**src/rtl/uart_pkg.sv**
```systemverilog
// Shared UART definitions: FSM encodings and bit-timing helpers.
// The receive peripheral imports this too so both ends derive identical timing.
`timescale 1ns/1ps
package uart_pkg;

  localparam logic [1:0] ST_IDLE  = 2'd0;
  localparam logic [1:0] ST_START = 2'd1;
  localparam logic [1:0] ST_DATA  = 2'd2;
  localparam logic [1:0] ST_STOP  = 2'd3;

  // ceil(log2(v)), never less than 1 so it is always a usable width
  function automatic int clog2(input int v);
    int r;
    r = 0;
    while ((1 << r) < v) r++;
    return (r < 1) ? 1 : r;
  endfunction

  // clock cycles per line bit (integer division; caller keeps it >= 2)
  function automatic int cycles_per_bit(input int clk_hz, input int bit_rate);
    return clk_hz / bit_rate;
  endfunction

endpackage

```
**src/rtl/uart_tx_fifo.sv**
```systemverilog
// Small circular byte FIFO in front of the UART transmitter.
// A push while full is dropped; a pop while empty is ignored.
`timescale 1ns/1ps
module uart_tx_fifo import uart_pkg::*; #(
  parameter int DEPTH = 4,
  parameter int WIDTH = 8
) (
  input  logic                  clk,
  input  logic                  resetn,
  input  logic                  push,
  input  logic [WIDTH-1:0]      wdata,
  input  logic                  pop,
  output logic [WIDTH-1:0]      rdata,
  output logic                  full,
  output logic                  empty,
  output logic [clog2(DEPTH):0] count
);

  localparam int AW = clog2(DEPTH);
  localparam int CW = AW + 1;

  logic [WIDTH-1:0] mem [DEPTH];
  logic [AW-1:0]    wptr, rptr;
  logic             do_push, do_pop;

  assign full    = (count == CW'(DEPTH));
  assign empty   = (count == '0);
  // full blocks the write even if a pop frees a slot this same cycle
  assign do_push = push && !full;
  assign do_pop  = pop && !empty;
  assign rdata   = mem[rptr];

  // pointers wrap naturally (DEPTH is a power of two); count tracks occupancy
  always_ff @(posedge clk or negedge resetn) begin
    if (!resetn) begin
      wptr  <= '0;
      rptr  <= '0;
      count <= '0;
    end else begin
      if (do_push) wptr <= wptr + AW'(1);
      if (do_pop)  rptr <= rptr + AW'(1);
      case ({do_push, do_pop})
        2'b10:   count <= count + CW'(1);
        2'b01:   count <= count - CW'(1);
        default: count <= count;
      endcase
    end
  end

  // storage needs no reset: entries are only read after being written
  always_ff @(posedge clk) begin
    if (do_push) mem[wptr] <= wdata;
  end

endmodule

```
**src/rtl/uart_tx_buffered.sv**
```systemverilog
// Buffered UART transmitter: valid/ready byte input, FIFO, 8N1-style serialiser.
// Line and busy are registered from the FSM state, so both lag the state by one
// cycle; that keeps the frame exactly (1+PAYLOAD+STOP)*CPB cycles on the pin.
`timescale 1ns/1ps
module uart_tx_buffered import uart_pkg::*; #(
  parameter int CLK_HZ       = 50000000,
  parameter int BIT_RATE     = 9600,
  parameter int PAYLOAD_BITS = 8,
  parameter int STOP_BITS    = 1,
  parameter int FIFO_DEPTH   = 4
) (
  input  logic                       clk,
  input  logic                       resetn,
  input  logic [PAYLOAD_BITS-1:0]    tx_data,
  input  logic                       tx_valid,
  output logic                       tx_ready,
  output logic                       tx_busy,
  output logic [clog2(FIFO_DEPTH):0] fifo_count,
  output logic                       uart_txd
);

  localparam int CPB = cycles_per_bit(CLK_HZ, BIT_RATE);
  localparam int TW  = clog2(CPB);
  localparam int BW  = clog2(PAYLOAD_BITS) + 1;
  localparam logic [TW-1:0] T_LAST = TW'(CPB - 1);
  localparam logic [BW-1:0] D_LAST = BW'(PAYLOAD_BITS - 1);
  localparam logic [BW-1:0] S_LAST = BW'(STOP_BITS - 1);

  logic [1:0]              state;
  logic [TW-1:0]           timer;
  logic [BW-1:0]           bcnt;
  logic [PAYLOAD_BITS-1:0] shift, fifo_rdata;
  logic                    fifo_full, fifo_empty, pop, bit_end;
  logic                    txd_q, busy_q;

  uart_tx_fifo #(.DEPTH(FIFO_DEPTH), .WIDTH(PAYLOAD_BITS)) u_fifo (
    .clk    (clk),
    .resetn (resetn),
    .push   (tx_valid),
    .wdata  (tx_data),
    .pop    (pop),
    .rdata  (fifo_rdata),
    .full   (fifo_full),
    .empty  (fifo_empty),
    .count  (fifo_count)
  );

  assign tx_ready = !fifo_full;
  assign tx_busy  = busy_q;
  assign uart_txd = txd_q;
  assign bit_end  = (timer == T_LAST);
  // pop from idle, or on the final cycle of the last stop bit for a zero-gap restart
  assign pop = !fifo_empty &&
               ((state == ST_IDLE) || (state == ST_STOP && bit_end && bcnt == S_LAST));

  // frame sequencer: state, bit timer (cleared on every state entry), bit count, shifter
  always_ff @(posedge clk or negedge resetn) begin
    if (!resetn) begin
      state <= ST_IDLE;
      timer <= '0;
      bcnt  <= '0;
      shift <= '0;
    end else if (pop) begin
      shift <= fifo_rdata;
      state <= ST_START;
      timer <= '0;
      bcnt  <= '0;
    end else begin
      case (state)
        ST_START: begin
          if (bit_end) begin
            state <= ST_DATA;
            timer <= '0;
            bcnt  <= '0;
          end else timer <= timer + TW'(1);
        end
        ST_DATA: begin
          if (bit_end) begin
            shift <= shift >> 1;
            timer <= '0;
            if (bcnt == D_LAST) begin
              state <= ST_STOP;
              bcnt  <= '0;
            end else bcnt <= bcnt + BW'(1);
          end else timer <= timer + TW'(1);
        end
        ST_STOP: begin
          if (bit_end) begin
            timer <= '0;
            if (bcnt == S_LAST) begin
              state <= ST_IDLE;
              bcnt  <= '0;
            end else bcnt <= bcnt + BW'(1);
          end else timer <= timer + TW'(1);
        end
        default: timer <= '0;
      endcase
    end
  end

  // registered line and busy; reset forces the line high immediately
  always_ff @(posedge clk or negedge resetn) begin
    if (!resetn) begin
      txd_q  <= 1'b1;
      busy_q <= 1'b0;
    end else begin
      case (state)
        ST_START: txd_q <= 1'b0;
        ST_DATA:  txd_q <= shift[0];
        default:  txd_q <= 1'b1;
      endcase
      busy_q <= (state != ST_IDLE);
    end
  end

endmodule
```
**config.mk**
```make
export PLATFORM = sky130hd
export DESIGN_NAME = uart_tx_buffered
export DESIGN_NICKNAME = d
export VERILOG_FILES = /design/src/rtl/uart_pkg.sv /design/src/rtl/uart_tx_fifo.sv /design/src/rtl/uart_tx_buffered.sv
export SDC_FILE = /design/constraint.sdc
export NUM_CORES = 1
export LEC_CHECK = 0
export ABC_AREA = 1
export CAP_MARGIN = 10
export CORE_MARGIN = 2
export CORE_UTILIZATION = 60
export DETAILED_ROUTE_END_ITERATION = 6
export PLACE_DENSITY = 0.88
export RECOVER_POWER = 25
export SLEW_MARGIN = 30
export SYNTH_ARGS = -nofsm -noshare
export SYNTH_HDL_FRONTEND = slang
export SYNTH_SLANG_ARGS = --single-unit
```
**constraint.sdc**
```tcl
create_clock -name clk -period 4.22 [get_ports clk]
set_clock_uncertainty 0.2 [all_clocks]
set_input_delay 0.844 -clock clk [delete_from_list [all_inputs] [get_ports clk]]
set_output_delay 0.844 -clock clk [all_outputs]
set_load 0.1 [all_outputs]
```
==> parameters.txt, run 1 <==
Parameter                              Value

Timing
  Max-slew violation count    37
  Time the final worst path needs with I/O delays and setup    roughly 3.1 ns
  Final hold viol count    0
  Post-Route Setup TNS    0 ns
  Count of endpoints failing setup in the final report    0
  Max-Slew Margin vs Limit    -25.3%
  Unrepaired setup endpoints after global routing    no
  Slew of the pin with the lowest slew margin    roughly 1.9 ns
  Maximum frequency from static timing analysis    about 320 MHz
  Share of the clock period used by the worst path    between 70% and 80%

Floorplanning
  Die Area    roughly 0.006 mm^2
  DIE HEIGHT    between 70 and 80 um
  Effective utilization at floorplan    about 63%
  Area of the core    0.00517 mm^2
  Number of primary I/O pins    17
  Die extent in x    a little under 80 um
  Row count    26

Setup path
  Type of the worst setup path    register to primary output
  Buffers and inverters on the worst path    2
  Critical path's top delay family    buffers and inverters
  Worst endpoint data arrival time    between 2 and 2.5 ns
  RR Startpoint    timer[0]$_DFF_PN0_
  Kind of end point of the critical path    primary output
  Reg-to-reg endpoint    u_fifo.count[2]$_DFFE_PN0P_
  Worst path slowest cell    sky130_fd_sc_hd__clkdlybuf4s50_1
  Cell-by-cell listing of the critical path    inv_1 -> nand3_1 -> clkdlybuf4s50_1
  Critical path's largest stage delay    roughly 1.1 ns
  Worst-case register-to-register setup slack    about 1.2 ns
  Highest net fanout along the worst path    3
  Critical path data required time    ~3.2 ns
  Type of origin of the critical path    register
  Crit. path cell count    3
  Cell count of the worst reg-to-reg path    15

Detailed routing
  1st-pass router iterations    4
  Via/cell ratio    between 5 and 6
  Final routed DRC violation total    0
  Final wirelength    about 6000 um
  Antenna-violating nets left    0
  Routed length per placed instance    ~14 um
  Via count    about 2300
  Initial DRC count    around 140

Yosys
  Post-synth design cell area    between 0.003 and 0.004 mm^2
  Simple-gate portion of the synthesized area    20.5%
  Yosys reg bits    68
  Synthesized-area fraction occupied by ao, oa, aoi and oai cells    between 6 and 7%
  Number of enable flip-flop cells after synthesis    32
  Synthesized instance count    ~330
  Number of warning messages in the yosys log    0
  Post-synthesis mux area share    0%
  Ys flop type    sky130_fd_sc_hd__dfrtp_1
  Fraction of registers with async set or reset after synthesis    52.9%
  Share of the synthesized netlist area taken by xor and xnor gates    between 3 and 4%
  Per-instance average area after synthesis    around 9.9 um^2
  Synth Area in Adders    around 6.4%
  Count of unique library cells instantiated by Yosys    33
  Main combinational cell family by area after synthesis    simple AND/OR/NAND/NOR gates
  Sequential area share after synthesis    57.4%
  Mapped Nets    between 300 and 400

Job
  Max_cap viols    1

Global routing
  GRT Util Overall    between 20% and 30%
  First-pass GRT wire length    about 11000 um
  Initial antenna violation count    0
  Pin count of the biggest net entering global routing    37
  Via count of the first global-routing pass    2414
  GRT overflow    0

Pwr
  Power Density    around 500 mW/mm^2
  Worst ir drop on vdd    0.000451 V
  LEAKAGE    ~1.6 nW

Clocking
  CTS tree    done
  Worst-path clk slew    ~0.07 ns
  # hold bufs at CTS    0
  Clk root buf    sky130_fd_sc_hd__clkbuf_8
  Clk sinks    between 60 and 70
  Clk Latency, worst-skew pair    ~0.34 ns
  CTS Buffer Depth    2
  Post-cts gate resize count    0
  Maximum level of the CTS H-tree    3
  Number of buffers added by the clock tree synthesis step    9
  Setup bufs post-CTS    0

Min path
  Hold_sp    timer[0]$_DFF_PN0_
  HP Class    register to register
  Hold worst-path end    timer[0]$_DFF_PN0_
  Cell depth of the worst hold path    1

Cells and area
  Antenna diodes    0
  Share of final-layout standard cells stronger than drive strength 1    ~8.2%
  Net count, final    about 370
  FILL cells    360
  Layout overhead on the synthesized area    13.4%
  Most frequent standard cell in the layout excluding fill and tap cells    sky130_fd_sc_hd__nand2_1
  Commonest non-fill, non-tap cells in the layout    sky130_fd_sc_hd__nand2_1, sky130_fd_sc_hd__nor2_1, sky130_fd_sc_hd__dfrtp_1
  Post-route insts no fill    between 400 and 500

Placed design
  Final estimated routing congestion in global placement    between 0.8 and 0.9
  Port Buffer Count    16
  Final HPWL DP    4090 um
  Dpl cells    roughly 410

Run status
  Run status    complete, but fails checks
  Failing checks    max-capacitance violations, max-slew violations
==> logic make-up (layout without fill, tap and decap cells) <==
| family | after synthesis | after routing |
|---|---|---|
| AOI/OAI and AO/OA | 41 | 41 |
| xor gates and xnor gates | 12 | 12 |
| adders and majority gates | 16 | 16 |
| buffers and inverters | 44 | 67 |
| DFF | 68 | 68 |
| and+or+nand+nor | 148 | 148 |
==> worst max-delay path by stage <==
stage / start / end / slack, ns
global route: timer[0]$_DFF_PN0_ / u_fifo.count[2]$_DFFE_PN0P_ / 0.89
global placement: tx_valid / u_fifo.count[2]$_DFFE_PN0P_ / 1.43
finish: u_fifo.count[0]$_DFFE_PN0P_ / tx_ready / 1.09
detailed placement: timer[0]$_DFF_PN0_ / u_fifo.count[2]$_DFFE_PN0P_ / 1.23
floorplan: u_fifo.count[2]$_DFFE_PN0P_ / u_fifo.count[2]$_DFFE_PN0P_ / 0.47
CTS: u_fifo.count[0]$_DFFE_PN0P_ / tx_ready / 1.08
==> registers in the layout, indices dropped and copies added, names as in the netlist <==
name / count
uart_txd: 1
bcnt: 4
u_fifo.rptr: 2
tx_busy: 1
u_fifo.wptr: 2
timer: 13
state: 2
u_fifo.count: 3
shift: 8
u_fifo.mem: 32
==> synthesized netlist by cell type (all sizes together), types with 2 or more instances <==
master,n,share of area [%]
inv,34,3.9
xnor2,2,0.54
xor2,10,2.7
a21oi,4,0.62
o22ai,8,1.5
ha,15,5.8
nand4,6,1.2
clkbuf,5,0.58
or2,3,0.58
nor3,7,1.1
buf,4,1.1
dfrtp,35,27
o21ai,27,4.2
nand3,27,4.3
a31oi,2,0.39
edfxtp,32,30
nor2,50,6.3
and3,2,0.39
nand2,52,6.5
==> cell type report <==
cell class	instances	area, um^2	area share (%)
inverter	35	131	3.57
sequential	68	1860	50.6
timing repair buffer	16	154	4.18
clock inverter	7	124	3.37
tap	70	87.6	2.38
multi-input combinational	217	1190	32.5
clock buffer	9	124	3.37
==> power by group <==
part / total, W / internal, W / switching, W
combinational: 0.000360 / 0.0000887 / 0.000272
sequential: 0.000821 / 0.000788 / 0.0000332
clock: 0.000654 / 0.000396 / 0.000257
total: 0.00183 / 0.00127 / 0.000562
==> worst register-to-register path: cells and delay by family (launching register included) <==
family          cells  cell delay [ns]
compound gates      2             0.29
fa+ha+maj           3             0.76
xor+xnor            1             0.16
simple gates        6             0.71
buf+inv             3             0.43
flops               1             0.37
==> metrics by stage <==
stage | instance area, um^2 | util, % | setup slack (ns) | power, W | hold WS (ns)
2_1_floorplan | 3240 | - | 0.466 | 0.00109 | 0.224
3_3_place_gp | 3430 | 66.4 | 1.43 | 0.00118 | 0.236
3_5_place_dp | 3430 | 66.4 | 1.23 | 0.00120 | 0.261
4_1_cts | 3680 | 71.1 | 1.08 | 0.00185 | 0.259
5_1_grt | 3680 | 71.1 | 0.887 | 0.00191 | 0.297
6_report | 3680 | 71.1 | 1.09 | 0.00183 | 0.254
==> metal layers <==
layer  global-route usage [%]  up-vias  share of wire, %
li1                         -     1129                 -
met5                        0        -                 0
met2                     38.6       62                53
met4                     9.46        0               1.7
met3                     5.70       12               4.1
met1                     27.0     1109                41
(Power assumes the default switching activity.)
==> inputs of run 2 (changes only) <==
- CORE_UTILIZATION: 60 -> 59
- PLACE_DENSITY: 0.88 -> 0.87
- clock period: 4.22 -> 3.2 ns (I/O delays scaled with it)
==> parameters.txt, run 2 (synthesized netlist as in run 1, its figures left out) <==
Parameter                              Value

Setup path
  RR Startpoint    timer[0]$_DFF_PN0_
  Worst-case register-to-register setup slack    0.58 ns (-0.61 ns)
  Type of origin of the critical path    register
  Kind of end point of the critical path    register
  Cell count of the worst reg-to-reg path    15 (unchanged)
  Buffers and inverters on the worst path    3 (+1)
  Critical path data required time    3.22 ns (+0.04 ns)
  Highest net fanout along the worst path    9 (+6)
  Cell-by-cell listing of the critical path    ha_1 -> nand2_1 -> inv_1 -> nand2_1 -> nor2_2 -> nand3_1 -> nand2_1 -> nand2_2 -> clkinv_1 -> ha_1 -> inv_1 -> fa_1 -> a21oi_1 -> o21ai_0 -> xor2_1
  Worst endpoint data arrival time    2.64 ns (+0.55 ns)
  Type of the worst setup path    register to register
  Worst path slowest cell    sky130_fd_sc_hd__dfrtp_1
  Critical path's largest stage delay    0.37 ns (-0.77 ns)
  Most frequent CP cell    sky130_fd_sc_hd__nand2_1
  Reg-to-reg endpoint    u_fifo.count[2]$_DFFE_PN0P_
  Start point of the critical path    timer[0]$_DFF_PN0_
  Critical path's top delay family    adder cells

Pwr
  Share of power burned in registers    47.0% (+2.3 points)
  Net load switching power    0.000766 W (+36%)
  Clock network fraction of total power    31.7% (-3.9 points)
  Worst ir drop on vdd    0.000784 V (+74%)
  Switching fraction of total power    33.3% (+2.6 points)
  Comb pwr share    21.3% (+1.7 points)
  Power Density    626 mW/mm^2 (+25%)
  LEAKAGE    1.57 nW (+0.98%)
  Internal cell power    0.00154 W (+21%)

Clocking
  Post-cts gate resize count    0 (unchanged)
  Clk Latency, worst-skew pair    0.35 ns (about the same)
  Worst-path clk slew    0.07 ns (about the same)
  Maximum level of the CTS H-tree    3 (unchanged)
  Clk sinks    68 (unchanged)
  CTS Buffer Depth    2 (unchanged)
  CTS tree    done
  # hold bufs at CTS    0 (unchanged)
  Number of buffers added by the clock tree synthesis step    9 (unchanged)
  Clk root buf    sky130_fd_sc_hd__clkbuf_8
  Setup bufs post-CTS    0 (unchanged)

Timing
  Final hold viol count    0 (unchanged)
  Unrepaired setup endpoints after global routing    no
  Time the final worst path needs with I/O delays and setup    approximately 2.6 ns
  Maximum frequency from static timing analysis    between 300 and 400 MHz
  Max-Slew Margin vs Limit    -27.0% (-1.8 points)
  Max-slew violation count    37 (unchanged)
  Slew of the pin with the lowest slew margin    1.91 ns (+0.0264 ns)
  Post-Route Setup TNS    0 ns (unchanged)
  Count of endpoints failing setup in the final report    0 (unchanged)
  Post-layout worst setup margin    0.580 ns (-0.509 ns)
  Share of the clock period used by the worst path    81.9%

Detailed routing
  Antenna-violating nets left    0 (unchanged)
  Final routed DRC violation total    0 (unchanged)
  Via/cell ratio    5.33 (-2.8%)
  Initial DRC count    124 (-9.5%)
  Final wirelength    5660 um (-5.7%)
  Via count    2280 (-1.4%)
  Routed length per placed instance    13.2 um (-7.0%)
  1st-pass router iterations    5 (+1)

Floorplanning
  Row count    26 (unchanged)
  Effective utilization at floorplan    62.3% (-0.39 points)
  DIE HEIGHT    78.1 um (+0.80%)
  Die Area    0.00611 mm^2 (+1.6%)
  Area of the core    0.00520 mm^2 (+0.63%)
  Number of primary I/O pins    17 (unchanged)
  Die extent in x    78.1 um (+0.80%)

Global routing
  Initial antenna violation count    0 (unchanged)
  GRT overflow    0 (unchanged)
  First-pass GRT wire length    9910 um (-5.8%)
  GRT Util Overall    21.1% (-1.4 points)
  Pin count of the biggest net entering global routing    37 (unchanged)
  Via count of the first global-routing pass    2282 (-5.5%)

Cells and area
  Net count, final    380 (+1.6%)
  Commonest non-fill, non-tap cells in the layout    sky130_fd_sc_hd__nand2_1, sky130_fd_sc_hd__nor2_1, sky130_fd_sc_hd__dfrtp_1
  Number of flip-flops in the largest register    32 (unchanged)
  Largest regs    u_fifo.mem (32), timer (13), shift (8)
  FILL cells    400 (+11%)
  Combined flip-flop and latch cell area    0.00186 mm^2 (about the same)
  Layout overhead on the synthesized area    13.5% (about the same)
  Antenna diodes    0 (unchanged)
  Area used by multi-input combinational logic    0.00121 mm^2 (+1.0%)
  Share of final-layout standard cells stronger than drive strength 1    12.0% (+3.8 points)
  Top reg by flops    u_fifo.mem
  Most frequent standard cell in the layout excluding fill and tap cells    sky130_fd_sc_hd__nand2_1

Placed design
  Port Buffer Count    16 (unchanged)
  Final estimated routing congestion in global placement    0.871 (+1.5%)
  Final HPWL DP    3980 um (-2.8%)
  Worst slack at placement    0.580 ns (-0.652 ns)

Min path
  Hold_sp    timer[0]$_DFF_PN0_
  HP Class    register to register
  Hold worst-path end    timer[0]$_DFF_PN0_
  Cell depth of the worst hold path    1 (unchanged)

Run status
  Failing checks    max-capacitance violations, max-slew violations
  Run status    complete, but fails checks

Job
  Max_cap viols    1 (unchanged)
run 2: worst reg2reg max path: stages (launching register included):
cell and delay (ns):
sky130_fd_sc_hd__dfrtp_1 0.37, sky130_fd_sc_hd__ha_1 0.19, sky130_fd_sc_hd__nand2_1 0.09, sky130_fd_sc_hd__inv_1 0.08, sky130_fd_sc_hd__nand2_1 0.06, sky130_fd_sc_hd__nor2_2 0.12, sky130_fd_sc_hd__nand3_1 0.08, sky130_fd_sc_hd__nand2_1 0.11
sky130_fd_sc_hd__nand2_2 0.07, sky130_fd_sc_hd__clkinv_1 0.14, sky130_fd_sc_hd__ha_1 0.17, sky130_fd_sc_hd__inv_1 0.06, sky130_fd_sc_hd__fa_1 0.37, sky130_fd_sc_hd__a21oi_1 0.14, sky130_fd_sc_hd__o21ai_0 0.11, sky130_fd_sc_hd__xor2_1 0.15
run 2: power by group through the flow:
stage	registers, W	clock network, W	logic, W
2_1_floorplan	0.00123	0	0.000218
3_3_place_gp	0.00110	0	0.000488
3_5_place_dp	0.00110	0	0.000500
4_1_cts	0.00108	0.000745	0.000501
5_1_grt	0.00110	0.000790	0.000535
6_report	0.00108	0.000729	0.000491
run 2: worst max path at each step:
stage                                              to  slack, ns  cells after the start
after floorplan           u_fifo.count[2]$_DFFE_PN0P_       0.23                     11
after global placement    u_fifo.count[2]$_DFFE_PN0P_       0.62                      8
after detailed placement  u_fifo.count[2]$_DFFE_PN0P_       0.58                     15
after CTS                 u_fifo.count[2]$_DFFE_PN0P_       0.57                     15
after global routing      u_fifo.count[2]$_DFFE_PN0P_       0.32                     15
final                     u_fifo.count[2]$_DFFE_PN0P_       0.58                     15
run 2: routing by layer:
metal  global-route usage [%]  wire [um]
met5                        0          0
met4                     8.42         26
met3                     7.01        244
met2                     35.4       2950
met1                     25.1       2430
run 2: area by class of cell:
cell class                 count  area share, %
clock buffer                   9           3.37
clock inverter                 7           2.24
inverter                      35           3.57
multi-input combinational    217           32.8
sequential                    68           50.6
tap                           70           2.38
timing repair buffer          22           5.00
run 2: metrics by stage:
step	utilization [%]	hold slack [ns]	std cells	instance area, um^2	total power [W]
after CTS	70.7	0.181	428	3680	0.00233
final	70.7	0.259	428	3680	0.00230
after global placement	66.8	0.235	412	3480	0.00159
after floorplan	-	0.144	329	3260	0.00145
after global routing	70.7	0.273	428	3680	0.00242
after detailed placement	66.8	0.248	412	3480	0.00160
